**src/rtl/mem_port_arbiter_if.sv**
```systemverilog
// Requester and memory-pin bundle for mem_port_arbiter.
// The arbiter takes the slave view; requesters and the Memory model take the master view.
interface mem_port_arbiter_if #(
    parameter int WORD_SIZE = 16
);
    logic                 I_REQ;
    logic [WORD_SIZE-1:0] I_ADDR;
    logic                 I_ACK;
    logic [WORD_SIZE-1:0] I_DATA;

    logic                 D_REQ;
    logic                 D_WE;
    logic [WORD_SIZE-1:0] D_ADDR;
    logic [WORD_SIZE-1:0] D_WDATA;
    logic                 D_ACK;
    logic [WORD_SIZE-1:0] D_RDATA;

    logic                 ADDR_ERR;

    logic                 MEM_W;
    logic                 MEM_ON;
    logic [WORD_SIZE-1:0] MEM_ADDR;
    logic [WORD_SIZE-1:0] MEM_DIN;
    logic [WORD_SIZE-1:0] MEM_DOUT;

    modport slave (
        input  I_REQ, I_ADDR,
        input  D_REQ, D_WE, D_ADDR, D_WDATA,
        input  MEM_DOUT,
        output I_ACK, I_DATA,
        output D_ACK, D_RDATA,
        output ADDR_ERR,
        output MEM_W, MEM_ON, MEM_ADDR, MEM_DIN
    );

    modport master (
        output I_REQ, I_ADDR,
        output D_REQ, D_WE, D_ADDR, D_WDATA,
        output MEM_DOUT,
        input  I_ACK, I_DATA,
        input  D_ACK, D_RDATA,
        input  ADDR_ERR,
        input  MEM_W, MEM_ON, MEM_ADDR, MEM_DIN
    );
endinterface

```
**src/rtl/mem_port_arbiter.sv**
```systemverilog
// Round-robin arbiter/sequencer sharing one single-port Memory between the
// fetch stage and the data stage; each grant runs IDLE -> ACCESS -> DONE.
module mem_port_arbiter #(
    parameter int WORD_SIZE = 16,
    parameter int ADDR_MAX  = 20
) (
    input  logic                   CLK,
    input  logic                   RST,
    mem_port_arbiter_if.slave      bus
);

    typedef enum logic [1:0] {
        ST_IDLE   = 2'd0,
        ST_ACCESS = 2'd1,
        ST_DONE   = 2'd2
    } state_t;

    localparam logic [WORD_SIZE-1:0] ADDR_LIMIT = WORD_SIZE'(ADDR_MAX);
    localparam logic                 SEL_I      = 1'b0;
    localparam logic                 SEL_D      = 1'b1;

    function automatic logic addr_out_of_range(input logic [WORD_SIZE-1:0] a);
        return (a > ADDR_LIMIT);
    endfunction

    state_t               state_q,     state_d;
    logic                 sel_q,       sel_d;
    logic                 we_q,        we_d;
    logic [WORD_SIZE-1:0] addr_q,      addr_d;
    logic [WORD_SIZE-1:0] wdata_q,     wdata_d;
    logic                 bad_q,       bad_d;
    logic                 last_q,      last_d;
    logic [WORD_SIZE-1:0] i_data_q,    i_data_d;
    logic [WORD_SIZE-1:0] d_rdata_q,   d_rdata_d;
    logic                 addr_err_q,  addr_err_d;
    logic                 i_ack_q,     i_ack_d;
    logic                 d_ack_q,     d_ack_d;

    logic                 take_d_s;
    logic [WORD_SIZE-1:0] rd_word_s;
    logic                 mem_on_s;

    // Next-state and datapath decode for the three-state sequencer.
    always_comb begin
        state_d    = state_q;
        sel_d      = sel_q;
        we_d       = we_q;
        addr_d     = addr_q;
        wdata_d    = wdata_q;
        bad_d      = bad_q;
        last_d     = last_q;
        i_data_d   = i_data_q;
        d_rdata_d  = d_rdata_q;
        addr_err_d = addr_err_q;
        i_ack_d    = 1'b0;
        d_ack_d    = 1'b0;
        take_d_s   = 1'b0;
        rd_word_s  = {WORD_SIZE{1'b0}};

        case (state_q)
            ST_IDLE: begin
                if (bus.I_REQ || bus.D_REQ) begin
                    // On a tie the requester that did not win last time goes first.
                    take_d_s = bus.D_REQ && (!bus.I_REQ || (last_q == SEL_I));
                    if (take_d_s) begin
                        sel_d   = SEL_D;
                        we_d    = bus.D_WE;
                        addr_d  = bus.D_ADDR;
                        wdata_d = bus.D_WDATA;
                    end else begin
                        sel_d   = SEL_I;
                        we_d    = 1'b0;
                        addr_d  = bus.I_ADDR;
                        wdata_d = wdata_q;
                    end
                    bad_d   = addr_out_of_range(addr_d);
                    last_d  = sel_d;
                    state_d = ST_ACCESS;
                end else begin
                    state_d = ST_IDLE;
                end
            end

            ST_ACCESS: begin
                if (bad_q) begin
                    rd_word_s  = {WORD_SIZE{1'b0}};
                    addr_err_d = 1'b1;
                end else begin
                    rd_word_s  = bus.MEM_DOUT;
                    addr_err_d = addr_err_q;
                end

                if (sel_q == SEL_D) begin
                    d_ack_d = 1'b1;
                    if (!we_q) begin
                        d_rdata_d = rd_word_s;
                    end else begin
                        d_rdata_d = d_rdata_q;
                    end
                end else begin
                    i_ack_d  = 1'b1;
                    i_data_d = rd_word_s;
                end
                state_d = ST_DONE;
            end

            ST_DONE: begin
                state_d = ST_IDLE;
            end

            default: begin
                state_d = ST_IDLE;
            end
        endcase
    end

    // State, request latches and response registers; last starts at D so I wins the first tie.
    always_ff @(posedge CLK or posedge RST) begin
        if (RST) begin
            state_q    <= ST_IDLE;
            sel_q      <= SEL_I;
            we_q       <= 1'b0;
            addr_q     <= {WORD_SIZE{1'b0}};
            wdata_q    <= {WORD_SIZE{1'b0}};
            bad_q      <= 1'b0;
            last_q     <= SEL_D;
            i_data_q   <= {WORD_SIZE{1'b0}};
            d_rdata_q  <= {WORD_SIZE{1'b0}};
            addr_err_q <= 1'b0;
            i_ack_q    <= 1'b0;
            d_ack_q    <= 1'b0;
        end else begin
            state_q    <= state_d;
            sel_q      <= sel_d;
            we_q       <= we_d;
            addr_q     <= addr_d;
            wdata_q    <= wdata_d;
            bad_q      <= bad_d;
            last_q     <= last_d;
            i_data_q   <= i_data_d;
            d_rdata_q  <= d_rdata_d;
            addr_err_q <= addr_err_d;
            i_ack_q    <= i_ack_d;
            d_ack_q    <= d_ack_d;
        end
    end

    // Memory strobes come only from flops, so an async reset in ACCESS kills a write before its edge.
    assign mem_on_s     = (state_q == ST_ACCESS) && !bad_q;

    assign bus.MEM_ON   = mem_on_s;
    assign bus.MEM_W    = mem_on_s && we_q;
    assign bus.MEM_ADDR = addr_q;
    assign bus.MEM_DIN  = wdata_q;

    assign bus.I_ACK    = i_ack_q;
    assign bus.I_DATA   = i_data_q;
    assign bus.D_ACK    = d_ack_q;
    assign bus.D_RDATA  = d_rdata_q;
    assign bus.ADDR_ERR = addr_err_q;

endmodule

```
**src/flat_wrapper.sv**
```systemverilog
// flat-port wrapper written by rule: the top's interface ports become plain ports
module mem_port_arbiter_flat 
#(
    parameter int WORD_SIZE = 16,
    parameter int ADDR_MAX  = 20
)
  (CLK, RST, bus_I_REQ, bus_I_ADDR, bus_D_REQ, bus_D_WE, bus_D_ADDR, bus_D_WDATA, bus_MEM_DOUT, bus_I_ACK, bus_I_DATA, bus_D_ACK, bus_D_RDATA, bus_ADDR_ERR, bus_MEM_W, bus_MEM_ON, bus_MEM_ADDR, bus_MEM_DIN);
  mem_port_arbiter_if #(.WORD_SIZE(WORD_SIZE)) bus_i ();
  input  logic CLK;
  input  logic RST;
  input wire logic [$bits(bus_i.I_REQ)-1:0] bus_I_REQ;
  input wire logic [$bits(bus_i.I_ADDR)-1:0] bus_I_ADDR;
  input wire logic [$bits(bus_i.D_REQ)-1:0] bus_D_REQ;
  input wire logic [$bits(bus_i.D_WE)-1:0] bus_D_WE;
  input wire logic [$bits(bus_i.D_ADDR)-1:0] bus_D_ADDR;
  input wire logic [$bits(bus_i.D_WDATA)-1:0] bus_D_WDATA;
  input wire logic [$bits(bus_i.MEM_DOUT)-1:0] bus_MEM_DOUT;
  output wire logic [$bits(bus_i.I_ACK)-1:0] bus_I_ACK;
  output wire logic [$bits(bus_i.I_DATA)-1:0] bus_I_DATA;
  output wire logic [$bits(bus_i.D_ACK)-1:0] bus_D_ACK;
  output wire logic [$bits(bus_i.D_RDATA)-1:0] bus_D_RDATA;
  output wire logic [$bits(bus_i.ADDR_ERR)-1:0] bus_ADDR_ERR;
  output wire logic [$bits(bus_i.MEM_W)-1:0] bus_MEM_W;
  output wire logic [$bits(bus_i.MEM_ON)-1:0] bus_MEM_ON;
  output wire logic [$bits(bus_i.MEM_ADDR)-1:0] bus_MEM_ADDR;
  output wire logic [$bits(bus_i.MEM_DIN)-1:0] bus_MEM_DIN;
  assign bus_i.I_REQ = bus_I_REQ;
  assign bus_i.I_ADDR = bus_I_ADDR;
  assign bus_i.D_REQ = bus_D_REQ;
  assign bus_i.D_WE = bus_D_WE;
  assign bus_i.D_ADDR = bus_D_ADDR;
  assign bus_i.D_WDATA = bus_D_WDATA;
  assign bus_i.MEM_DOUT = bus_MEM_DOUT;
  assign bus_I_ACK = bus_i.I_ACK;
  assign bus_I_DATA = bus_i.I_DATA;
  assign bus_D_ACK = bus_i.D_ACK;
  assign bus_D_RDATA = bus_i.D_RDATA;
  assign bus_ADDR_ERR = bus_i.ADDR_ERR;
  assign bus_MEM_W = bus_i.MEM_W;
  assign bus_MEM_ON = bus_i.MEM_ON;
  assign bus_MEM_ADDR = bus_i.MEM_ADDR;
  assign bus_MEM_DIN = bus_i.MEM_DIN;
  mem_port_arbiter #(.WORD_SIZE(WORD_SIZE), .ADDR_MAX(ADDR_MAX)) u_core (.CLK(CLK), .RST(RST), .bus(bus_i));
endmodule
```
**config.mk**
```make
export PLATFORM = sky130hd
export DESIGN_NAME = mem_port_arbiter_flat
export DESIGN_NICKNAME = d
export VERILOG_FILES = /design/src/rtl/mem_port_arbiter_if.sv /design/src/rtl/mem_port_arbiter.sv /design/src/flat_wrapper.sv
export SDC_FILE = /design/constraint.sdc
export NUM_CORES = 1
export LEC_CHECK = 0
export CAP_MARGIN = 15
export CELL_PAD_IN_SITES_DETAIL_PLACEMENT = 0
export CELL_PAD_IN_SITES_GLOBAL_PLACEMENT = 2
export CORE_MARGIN = 3
export CORE_UTILIZATION = 23
export CTS_BUF_LIST = sky130_fd_sc_hd__clkbuf_8
export DETAILED_ROUTE_END_ITERATION = 8
export PLACE_DENSITY_LB_ADDON = 0.12
export SYNTH_ARGS = -nofsm -noshare
export SYNTH_HDL_FRONTEND = slang
export SYNTH_SLANG_ARGS = --single-unit
```
**constraint.sdc**
```tcl
create_clock -name CLK -period 2.4 [get_ports CLK]
set_input_delay 0.48 -clock CLK [delete_from_list [all_inputs] [get_ports CLK]]
set_output_delay 0.48 -clock CLK [all_outputs]
set_load 0.03 [all_outputs]
```
==> results_dict.tcl, run 1 <==
set metrics [dict create \
    clock_skew_ns 0.0120 \
    cts_buffer_depth 2 \
    num-nets-final 477 \
    rr_worst_depth 5 \
    cts_root_buf "clkbuf_8" \
    worstSetupPathType "register to primary output" \
    synthArstFlopShare_pct 100 \
    cts_tree "yes" \
    grt_overflow 0 \
    first_pass_iters 4 \
    hpwl_microns 6400 \
    syn_area_per_cell_sq_um 11.6 \
    pre_cts_ws_ns 0.359 \
    path_clk_slew_ns 0.07 \
    seqCellArea_sq_um 1830 \
    place_inst 569 \
    peakVddDrop_mv 0.475 \
    place.gp.congestion 0.717 \
    finalHoldViolCount 0 \
    crit_path_cell_trace "nand2b_1 -> nor2_1 -> clkdlybuf4s50_1" \
    die_w_microns 122 \
    path_max_fanout 4 \
    tightest_slew_ns 0.540 \
    critPathArrivalTime_ns 1.80 \
    synthMuxAreaShare_pct 11.8 \
    max_stage_delay_ns 0.68 \
    final_util_pct 37.5 \
    track_usage_pct 12.2 \
    cp_slowest_cell "clkdlybuf4s50_1" \
    max_cap_violations 0 \
    cp-end-kind "primary output" \
    timing.final.crit_share_pct 95.1 \
    r2r-end "u_core.bus.I_DATA[12]$_DFFE_PP0P_" \
    ys.flop_type "dfrtp_1" \
    die_area_sq_um 14900 \
    synth_compound_area_share_pct 11.2 \
    cp.required_ns 1.92 \
    vias 2420 \
    synthAdderAreaFrac_pct 0 \
    yosysWarnings 0 \
    synth_cell_types 35 \
    wl_per_cell_microns 14.7 \
    post_drt_via_cell_ratio 4.14 \
    synth_nets 337 \
    drc_errors 0 \
    synth_top_family_by_area "simple AND/OR/NAND/NOR gates" \
    fillers 1311 \
    p_per_area_nw_per_um2 1070 \
    rsz0062_at_grt "false" \
    status "complete, no violations" \
    netlist_area_sq_um 3100 \
    clkLatencyLatePin_ns 0.36 \
    layout-drive-gt1-share_pct 11.4 \
    drtIter0Drc 89 \
    p_leak_nw 1.98 \
    fin_crit_ns 2.28 \
    antenna_found_initial 0 \
    cp-start-kind "register" \
    synth_xor_area_share_pct 0 \
    fp-row-count 41 \
    hold_class "primary input to asynchronous set/reset pin" \
    pin_count 138 \
    grt_max_degree 39 \
    slew_headroom_pct 63.9 \
    cp_top_family "buffers and inverters" \
    area_growth_pct 55.8 \
    postRouteAntennaNets 0 \
    synth_edf_count 0 \
    numClockSinks 73 \
    diodes 0 \
    die_y_microns 122 \
    fin_setup_tns_ns 0 \
    r2r-start "u_core.state_q[1]$_DFF_PP0_" \
    syn_inst 268 \
    core_sq_um 12900 \
    port_buffers 137 \
    cts_made_buffers 9 \
    fmax_mhz 438 \
    wl_microns 8570 \
    initial_core_util_pct 24.1 \
    yosys.area_share.simple_pct 13.5 \
    h-tree-depth 3 \
    yosysSeqAreaShare_pct 59.0 \
    finalSetupViolCount 0 \
    grt_pass1_wl_microns 13600 \
    timing.final.max_slew_violations 0 \
    multi_input_comb_area_sq_um 1130 \
    post_cts_buffers 0 \
    fin_cells 585 \
    grt_pass1_vias 2592 \
    reg2reg_slack_ns 0.88 \
    ys_seq_elements 73 \
    holdWs_ns 0.430 \
    path_buf_inv 1 \
    fin_ws_ns 0.118 \
]
[cell usage after synthesis (2+ instances only)]
library cell	instances	area share, %
mux2_4	7	3.4
o211ai_1	2	0.48
buf_12	2	1.3
mux2i_1	16	5.2
nand3_1	2	0.32
nor3_1	3	0.48
nor2_1	18	2.2
inv_1	5	0.61
o21ai_0	32	5.2
o21ai_1	3	0.48
nand2_1	34	4.1
mux2_2	9	3.3
buf_4	2	0.48
nor4_1	3	0.61
buf_2	6	0.97
clkbuf_2	2	0.32
dfrtp_1	72	58
nand2b_1	17	3.4
a21oi_1	16	2.6
clkbuf_1	2	0.24
[cell type report]
type | instances | area share [%]
inverters | 6 | 0.493
well taps | 172 | 4.46
flip-flops and latches | 73 | 37.9
repair buffers | 144 | 30.0
clock buffers | 11 | 3.14
clock inverters | 5 | 0.519
multi-input cells | 174 | 23.5
[stage by stage]
stage | power (mW) | instance area, sq um
floorplan | 3.39 | 3100
global placement | 4.36 | 4650
detailed placement | 4.36 | 4650
CTS | 5.28 | 4820
global route | 5.52 | 4820
finish | 5.16 | 4820
[worst max-delay path by stage]
stage	startpoint	endpoint	slack (ns)	depth (start not counted)
after floorplan	RST	u_core.bad_q$_DFFE_PP0P_	0.07	1
after global placement	bus_I_ADDR[11]	u_core.bad_q$_DFFE_PP0P_	0.37	4
after detailed placement	bus_I_ADDR[11]	u_core.bad_q$_DFFE_PP0P_	0.36	4
after CTS	u_core.state_q[1]$_DFF_PP0_	bus_MEM_ON	0.07	3
after global routing	u_core.state_q[1]$_DFF_PP0_	bus_MEM_ON	0.01	3
final	u_core.state_q[1]$_DFF_PP0_	bus_MEM_ON	0.12	3
[metal layers]
| metal | track usage (%) | wire length (microns) |
|---|---|---|
| met5 | 0 | 0 |
| met4 | 5.88 | 170 |
| met3 | 4.50 | 751 |
| met2 | 18.8 | 3950 |
| met1 | 15.1 | 3700 |
[power breakdown]
| group | total (mW) | internal, mW | switching (mW) | leakage (nW) |
|---|---|---|---|---|
| Clock | 0.866 | 0.421 | 0.445 | 0.0977 |
| Sequential | 1.83 | 1.62 | 0.215 | 0.915 |
| Combinational | 2.46 | 1.06 | 1.40 | 0.963 |
[repair_timing]
action,4_1_cts,5_1_grt
gates resized for setup,1,0
endpoints found under the hold margin,0,0
hold buffers,0,0
endpoints found under the setup margin,1,0
[cells by family (layout without fill, tap and decap cells)]
group / Yosys count / in the layout
buf+inv: 21 / 166
simple gates: 83 / 83
mux: 32 / 32
flops: 73 / 73
compound gates: 59 / 59
[placed cells by master, fill, tap and decap left out, drive strengths merged, types with 2 or more instances in the layout]
cell type	count
clkinv	3
buf	7
mux2	16
o21ai	35
o211ai	2
clkbuf	11
nor4	3
mux2i	16
nand2b	17
clkdlybuf4s50	136
nand3	3
nor3	3
inv	7
dfrtp	72
nand2	36
nor2	19
a21oi	17
[registers in the layout (all words and copies together), names as in the netlist]
signal,count
u_core.bus.I_DATA,16
u_core.sel_q,1
u_core.bus.D_RDATA,16
u_core.bus.MEM_ADDR,16
u_core.bad_q,1
u_core.bus.D_ACK,1
u_core.bus.ADDR_ERR,1
u_core.bus.I_ACK,1
u_core.state_q,2
u_core.we_q,1
u_core.last_q,1
u_core.bus.MEM_DIN,16
Note: power is estimated with default switching activity, not from simulation.
==> inputs of run 2 (changes only) <==
Settings changed: TNS_END_PERCENT from default to 20.
==> results of run 2 <==
No change in the layout: final DEF, timing and power equal those of run 1.
